File: config.mk
export PLATFORM = sky130hd
export DESIGN_NAME = rans_lane_collector
export DESIGN_NICKNAME = d
export VERILOG_FILES = /design/src/rtl/rans_pkg.sv /design/src/rtl/rans_sync_fifo.sv /design/src/rtl/rans_lane_collector.sv
export SDC_FILE = /design/constraint.sdc
export NUM_CORES = 1
export LEC_CHECK = 0
export BUFFER_PORTS_ARGS = -buffer_cell sky130_fd_sc_hd__buf_2
export CAP_MARGIN = 5
export CORE_MARGIN = 2
export CORE_UTILIZATION = 55
export DETAILED_ROUTE_END_ITERATION = 10
export GPL_TIMING_DRIVEN = 0
export PLACE_DENSITY = 0.75
export SYNTH_ARGS = -nofsm -noshare
export SYNTH_HDL_FRONTEND = slang
export SYNTH_SLANG_ARGS = --single-unit
export TNS_END_PERCENT = 5
File: constraint.sdc
create_clock -name clk -period 4.1 [get_ports clk]
set_input_delay 0 -clock clk [delete_from_list [all_inputs] [get_ports clk]]
set_output_delay 0 -clock clk [all_outputs]
set_load 0.05 [all_outputs]
File: src/rtl/rans_pkg.sv
// Shared constants and width helpers for the rANS decoder datapath.
package rans_pkg;

  localparam int RANS_DATA_W = 8;
  localparam int RANS_CNT_W  = 24;

  // Index width for selecting one of 'lanes' lanes (at least 1 bit).
  function automatic int lane_idx_w(input int lanes);
    return (lanes > 1) ? $clog2(lanes) : 1;
  endfunction

  // Read/write pointer width for a buffer of 'depth' entries (at least 1 bit).
  function automatic int ptr_w(input int depth);
    return (depth > 1) ? $clog2(depth) : 1;
  endfunction

endpackage

File: src/rtl/rans_sync_fifo.sv
// Synchronous first-word-fall-through FIFO with registered occupancy.
// Head reads as zero while empty so the output bus is clean after reset.
module rans_sync_fifo
  import rans_pkg::*;
#(
  parameter int DATA_W = RANS_DATA_W,
  parameter int DEPTH  = 16
) (
  input  logic                   clk,
  input  logic                   resetn,
  input  logic                   flush,
  input  logic                   push,
  input  logic                   pop,
  input  logic [DATA_W-1:0]      din,
  output logic [DATA_W-1:0]      dout,
  output logic                   full,
  output logic                   empty,
  output logic [ptr_w(DEPTH):0]  count
);

  localparam int PW = ptr_w(DEPTH);

  logic [DATA_W-1:0] mem_q [DEPTH];
  logic [PW-1:0]     wr_ptr_q, wr_ptr_d;
  logic [PW-1:0]     rd_ptr_q, rd_ptr_d;
  logic [PW:0]       count_q, count_d;
  logic              do_push, do_pop;

  assign full  = (count_q == (PW+1)'(DEPTH));
  assign empty = (count_q == '0);
  assign count = count_q;
  assign dout  = empty ? '0 : mem_q[rd_ptr_q];

  // Next-state pointers and occupancy; a full FIFO refuses pushes even when popping.
  always_comb begin
    do_push  = push & ~full;
    do_pop   = pop & ~empty;
    wr_ptr_d = wr_ptr_q + PW'(do_push);
    rd_ptr_d = rd_ptr_q + PW'(do_pop);
    count_d  = count_q + (PW+1)'(do_push) - (PW+1)'(do_pop);
  end

  // Control state: cleared by reset or flush.
  always_ff @(posedge clk) begin
    if (!resetn || flush) begin
      wr_ptr_q <= '0;
      rd_ptr_q <= '0;
      count_q  <= '0;
    end else begin
      wr_ptr_q <= wr_ptr_d;
      rd_ptr_q <= rd_ptr_d;
      count_q  <= count_d;
    end
  end

  // Storage array: data only, never reset.
  always_ff @(posedge clk) begin
    if (do_push) mem_q[wr_ptr_q] <= din;
  end

endmodule

File: src/rtl/rans_lane_collector.sv
// Round-robin merge of interleaved rANS lane outputs back into plaintext order,
// buffered through a FIFO onto a valid/ready byte stream with length tracking.
module rans_lane_collector
  import rans_pkg::*;
#(
  parameter int LANES      = 2,
  parameter int DATA_W     = RANS_DATA_W,
  parameter int FIFO_DEPTH = 16,
  parameter int CNT_W      = RANS_CNT_W
) (
  input  logic                    clk,
  input  logic                    resetn,
  input  logic                    restart,
  input  logic [CNT_W-1:0]        expected_len,
  input  logic [LANES-1:0]        lane_valid,
  input  logic [LANES*DATA_W-1:0] lane_data,
  output logic [LANES-1:0]        lane_ready,
  output logic                    out_valid,
  output logic [DATA_W-1:0]       out_data,
  input  logic                    out_ready,
  output logic [CNT_W-1:0]        byte_count,
  output logic                    done
);

  localparam int LIW = lane_idx_w(LANES);
  localparam int PW  = ptr_w(FIFO_DEPTH);

  logic [LIW-1:0]    lane_ptr_q, lane_ptr_d;
  logic [CNT_W-1:0]  in_count_q, in_count_d;
  logic [CNT_W-1:0]  byte_count_q, byte_count_d;
  logic [CNT_W-1:0]  byte_inc;
  logic              done_q, done_d;

  logic              sel_valid;
  logic [DATA_W-1:0] sel_data;
  logic              in_done;
  logic              accept_en;
  logic              push, pop;

  logic [DATA_W-1:0] fifo_dout;
  logic              fifo_full, fifo_empty;
  logic [PW:0]       fifo_count;

  // Stop accepting once the expected plaintext length has been taken in.
  assign in_done   = (expected_len != '0) && (in_count_q == expected_len);
  // Acceptance depends only on registered state (plus reset), never on out_ready or lane_valid.
  assign accept_en = resetn & ~fifo_full & ~in_done;
  assign push      = sel_valid & accept_en;
  assign pop       = out_ready & (fifo_count != '0);

  assign out_valid  = ~fifo_empty;
  assign out_data   = fifo_dout;
  assign byte_count = byte_count_q;
  assign done       = done_q;

  // Select the lane currently owed the next plaintext byte and grant only that lane.
  always_comb begin
    sel_valid  = 1'b0;
    sel_data   = '0;
    lane_ready = '0;
    for (int k = 0; k < LANES; k++) begin
      if (lane_ptr_q == LIW'(k)) begin
        sel_valid     = lane_valid[k];
        sel_data      = lane_data[k*DATA_W +: DATA_W];
        lane_ready[k] = accept_en;
      end
    end
  end

  // Next-state for lane pointer, counters and sticky done flag.
  always_comb begin
    lane_ptr_d   = lane_ptr_q;
    in_count_d   = in_count_q;
    byte_count_d = byte_count_q;
    done_d       = done_q;
    byte_inc     = byte_count_q + CNT_W'(1);
    if (push) begin
      lane_ptr_d = (lane_ptr_q == LIW'(LANES-1)) ? '0 : lane_ptr_q + LIW'(1);
      in_count_d = in_count_q + CNT_W'(1);
    end
    if (pop) begin
      byte_count_d = byte_inc;
      if ((expected_len != '0) && (byte_inc == expected_len)) done_d = 1'b1;
    end
  end

  // Control registers; restart acts exactly like reset and overrides any handshake.
  always_ff @(posedge clk) begin
    if (!resetn || restart) begin
      lane_ptr_q   <= '0;
      in_count_q   <= '0;
      byte_count_q <= '0;
      done_q       <= 1'b0;
    end else begin
      lane_ptr_q   <= lane_ptr_d;
      in_count_q   <= in_count_d;
      byte_count_q <= byte_count_d;
      done_q       <= done_d;
    end
  end

  rans_sync_fifo #(
    .DATA_W (DATA_W),
    .DEPTH  (FIFO_DEPTH)
  ) u_fifo (
    .clk    (clk),
    .resetn (resetn),
    .flush  (restart),
    .push   (push),
    .pop    (pop),
    .din    (sel_data),
    .dout   (fifo_dout),
    .full   (fifo_full),
    .empty  (fifo_empty),
    .count  (fifo_count)
  );

endmodule

==> reports/results.ini <==
[yosys]
synthArstFlopShare_pct = 0
netlist.area_leader.share_pct = 42.7
synth_nets = 764
syn_area_per_cell_sq_um = 12.8
syn_inst = 705
synth_seq_cells = 191
yosys.cell_types.count = 55
synth.yosys.seq_area_share_pct = 56.7
synth_flop_cell = edfxtp_1
synth-edff-count = 128
yosys_warnings = 0
synth.largest_area_cell = edfxtp_1
synthTopCellsByArea = edfxtp_1 (43%), dfxtp_1 (14%), mux4_2 (10%), xnor2_1 (5.8%), xor2_1 (4.0%)
syn_area_sq_um = 9010

[finish]
multi_input_area_sq_um = 3700
area_delta_synth_final_pct = 15.2
layout_commonest_cell = edfxtp_1
ff_latch_area_sq_um = 5100
drive_above_1_share_pct = 21.5
diodes = 0
nets = 869
final_cell_mix = edfxtp_1 (128), buf_2 (90), nor2_1 (81)
nFillCells = 1199

[global_routing]
grt_pass1_vias = 6172
grt_use_met1_pct = 30.5
grtUsageTotal_pct = 25.4
grt_overflow = 0
grt_util_met2_pct = 45.3
grt_pass1_wl_microns = 34000
met3_usage_pct = 4.08
antenna_found_initial = 0
grt-busiest-layer = met2
grt_max_degree = 17

[drt]
firstDrtPassIters = 5
drc = 0
ant_nets = 0
wl_per_cell_microns = 20.6
drt-total-wl_microns = 21400
drt-initial-drc-count = 534
via_per_inst = 5.89
via_count = 6123

[clocking]
clk_path_buf_depth = 2
cts_buffers = 17
insertion_delay_ns = 0.43
cts.sink_count = 191
cts_tree = yes
path_clk_slew_ns = 0.07
cts_setup_buffers = 0
h-tree-depth = 4
ctsRootBufferMaster = clkbuf_16

[place]
gp_congestion = 0.956
dp_hpwl_microns = 15600
numPortBuffers = 81

[critical_path]
cp_data_required_time_ns = 4.45
crit_type = register to register
worstPathCellList = inv_1 > ha_1 > nor4b_1 > inv_2 > nand2_2 > inv_1 > clkbuf_1 > ha_1 > inv_1 > ha_1 > inv_1 > fa_1 > inv_1 > a21oi_1 > nor2_1 > or3_1 > a21oi_1
cp.arrival_ns = 4.06
max_stage_delay_ns = 0.43
slowest_stage = ha_1
worstPathMaxFanout = 11
start_kind = register
cp_common_cell = inv_1
crit_path_end_kind = register

[floorplan]
core_sq_um = 15900
die_x_microns = 132
row_count = 46
dieArea_sq_um = 17400
pin_count = 82
start_util_pct = 56.5
fp.dieH_microns = 132

[timing]
relSlewSlack_pct = 22.1
setup_tns_ns = 0
clock.fmax_mhz = 270
fin_worst_skew_ns = 0.0109
setup_viol = 0
period_minus_slack_ns = 3.71
rsz0062_at_grt = false
period_share_pct = 90.4
hold_viol_final = 0
tightest_slew_ns = 1.16
slew_violations = 0

[run]
cap_violations = 0

[power]
comb_power_share_pct = 21.9
intPower_mw = 3.54
pwr_density_cell_nw_per_um2 = 483
switchingPower_mw = 1.47
seqPwrFrac_pct = 42.5
ir_drop_mv = 0.381
p_leak_nw = 3.51
p_sw_share_pct = 29.4
total_power_mw = 5.01
pwr-share-clk_pct = 35.6

[status]
status = complete, no violations

[hold_path]
hold_path_class = input pin to register

-- state kept, by name, indices dropped and copies added, names as in the netlist --
register and count:
u_fifo.mem_q 128, byte_count 24, done 1, u_fifo.count 5, u_fifo.wr_ptr_q 4, lane_ptr_q 1
u_fifo.rd_ptr_q 4, in_count_q 24
-- synth_stat cells, types with 2 or more instances --
cell / instances
a211oi_1: 3
a21oi_1: 13
a22oi_1: 2
and2_1: 16
and3_1: 12
and3b_1: 2
and4_1: 6
buf_1: 3
buf_2: 7
clkbuf_1: 23
dfxtp_1: 63
edfxtp_1: 128
ha_1: 12
inv_1: 18
mux2_2: 10
mux2i_1: 2
mux4_2: 40
nand2_1: 31
nand2b_1: 5
nand3_1: 24
nand4_1: 28
nor2_1: 81
nor2b_1: 7
nor3_1: 9
nor4_1: 9
nor4_2: 2
nor4b_1: 3
o21ai_0: 8
o22ai_1: 2
o31a_1: 2
o31ai_1: 2
or3_1: 7
or4_1: 4
xnor2_1: 60
xor2_1: 41
-- worst max-delay path: cells and delay by family (launching register included) --
family	cells	cell delay, ns
AO/OA/AOI/OAI	2	0.29
adder cells (fa/ha/maj)	4	0.95
buffers and inverters	7	0.97
flip-flops	1	0.32
AND/OR/NAND/NOR	4	1.10
-- final cells by class --
cell class,count,area share [%]
flip-flops and latches,191,49.2
multi-input cells,462,35.7
repair buffers,86,4.29
clock buffers,19,4.17
well taps,216,2.61
clock inverters,13,2.01
plain buffers,33,1.28
inverters,19,0.688
-- through the flow --
step / std cells / setup WS, ns / instance area [sq um] / utilization (%) / hold WS (ns)
6_report: 1039 / 0.392 / 10400 / 65.1 / 0.0412
5_1_grt: 1039 / 0.203 / 10400 / 65.1 / 0.0531
4_1_cts: 1038 / 0.0258 / 10400 / 65.0 / 0.119
3_5_place_dp: 1003 / 0.0555 / 9690 / 60.8 / 0.244
3_3_place_gp: 1002 / 0.149 / 9680 / 60.7 / 0.224
2_1_floorplan: 705 / 0.695 / 9010 / - / 0.115
-- power by group through the flow --
stage	Sequential, mW	Combinational (mW)	Clock (mW)
floorplan	2.17	0.773	0
global placement	2.17	1.04	0
detailed placement	2.17	1.08	0
CTS	2.13	1.09	1.81
global route	2.13	1.17	1.89
finish	2.13	1.10	1.78
-- metal layers --
layer,up-vias,wire length (microns)
met5,-,0
met4,0,705
met3,50,1020
met2,198,11300
met1,3052,8320
li1,2823,-
-- path summary, 6_finish.rpt --
kind	from	endpoint	slack, ns	depth (start not counted)
setup / recovery	u_fifo.count[3]$_SDFF_PP0_	u_fifo.count[4]$_SDFF_PP0_	0.39	17
hold / removal	out_ready	byte_count[1]$_SDFFE_PP0P_	0.04	4
setup reg to reg	u_fifo.count[3]$_SDFF_PP0_	u_fifo.count[4]$_SDFF_PP0_	0.39	17
hold reg to reg	done$_SDFFE_PP0P_	done$_SDFFE_PP0P_	0.53	1
-- cell families (layout without fill, tap and decap cells) --
| kind of cell | count (synthesis) | after routing | synth area share, % |
|---|---|---|---|
| AOI/OAI and AO/OA | 45 | 45 | 3.36 |
| xor gates and xnor gates | 101 | 101 | 9.82 |
| adders and majority gates | 13 | 13 | 1.89 |
| buffers and inverters | 52 | 170 | 2.26 |
| DFF | 191 | 191 | 56.7 |
| muxes | 52 | 52 | 11.5 |
| and+or+nand+nor | 251 | 251 | 14.5 |
-- timing repair --
action	CTS	global route
hold buffers	3	0
resized for setup	0	2
setup endpoints to repair	0	1
endpoints found under the hold margin	2	0
No activity file was read; power rests on OpenSTA's default activity.
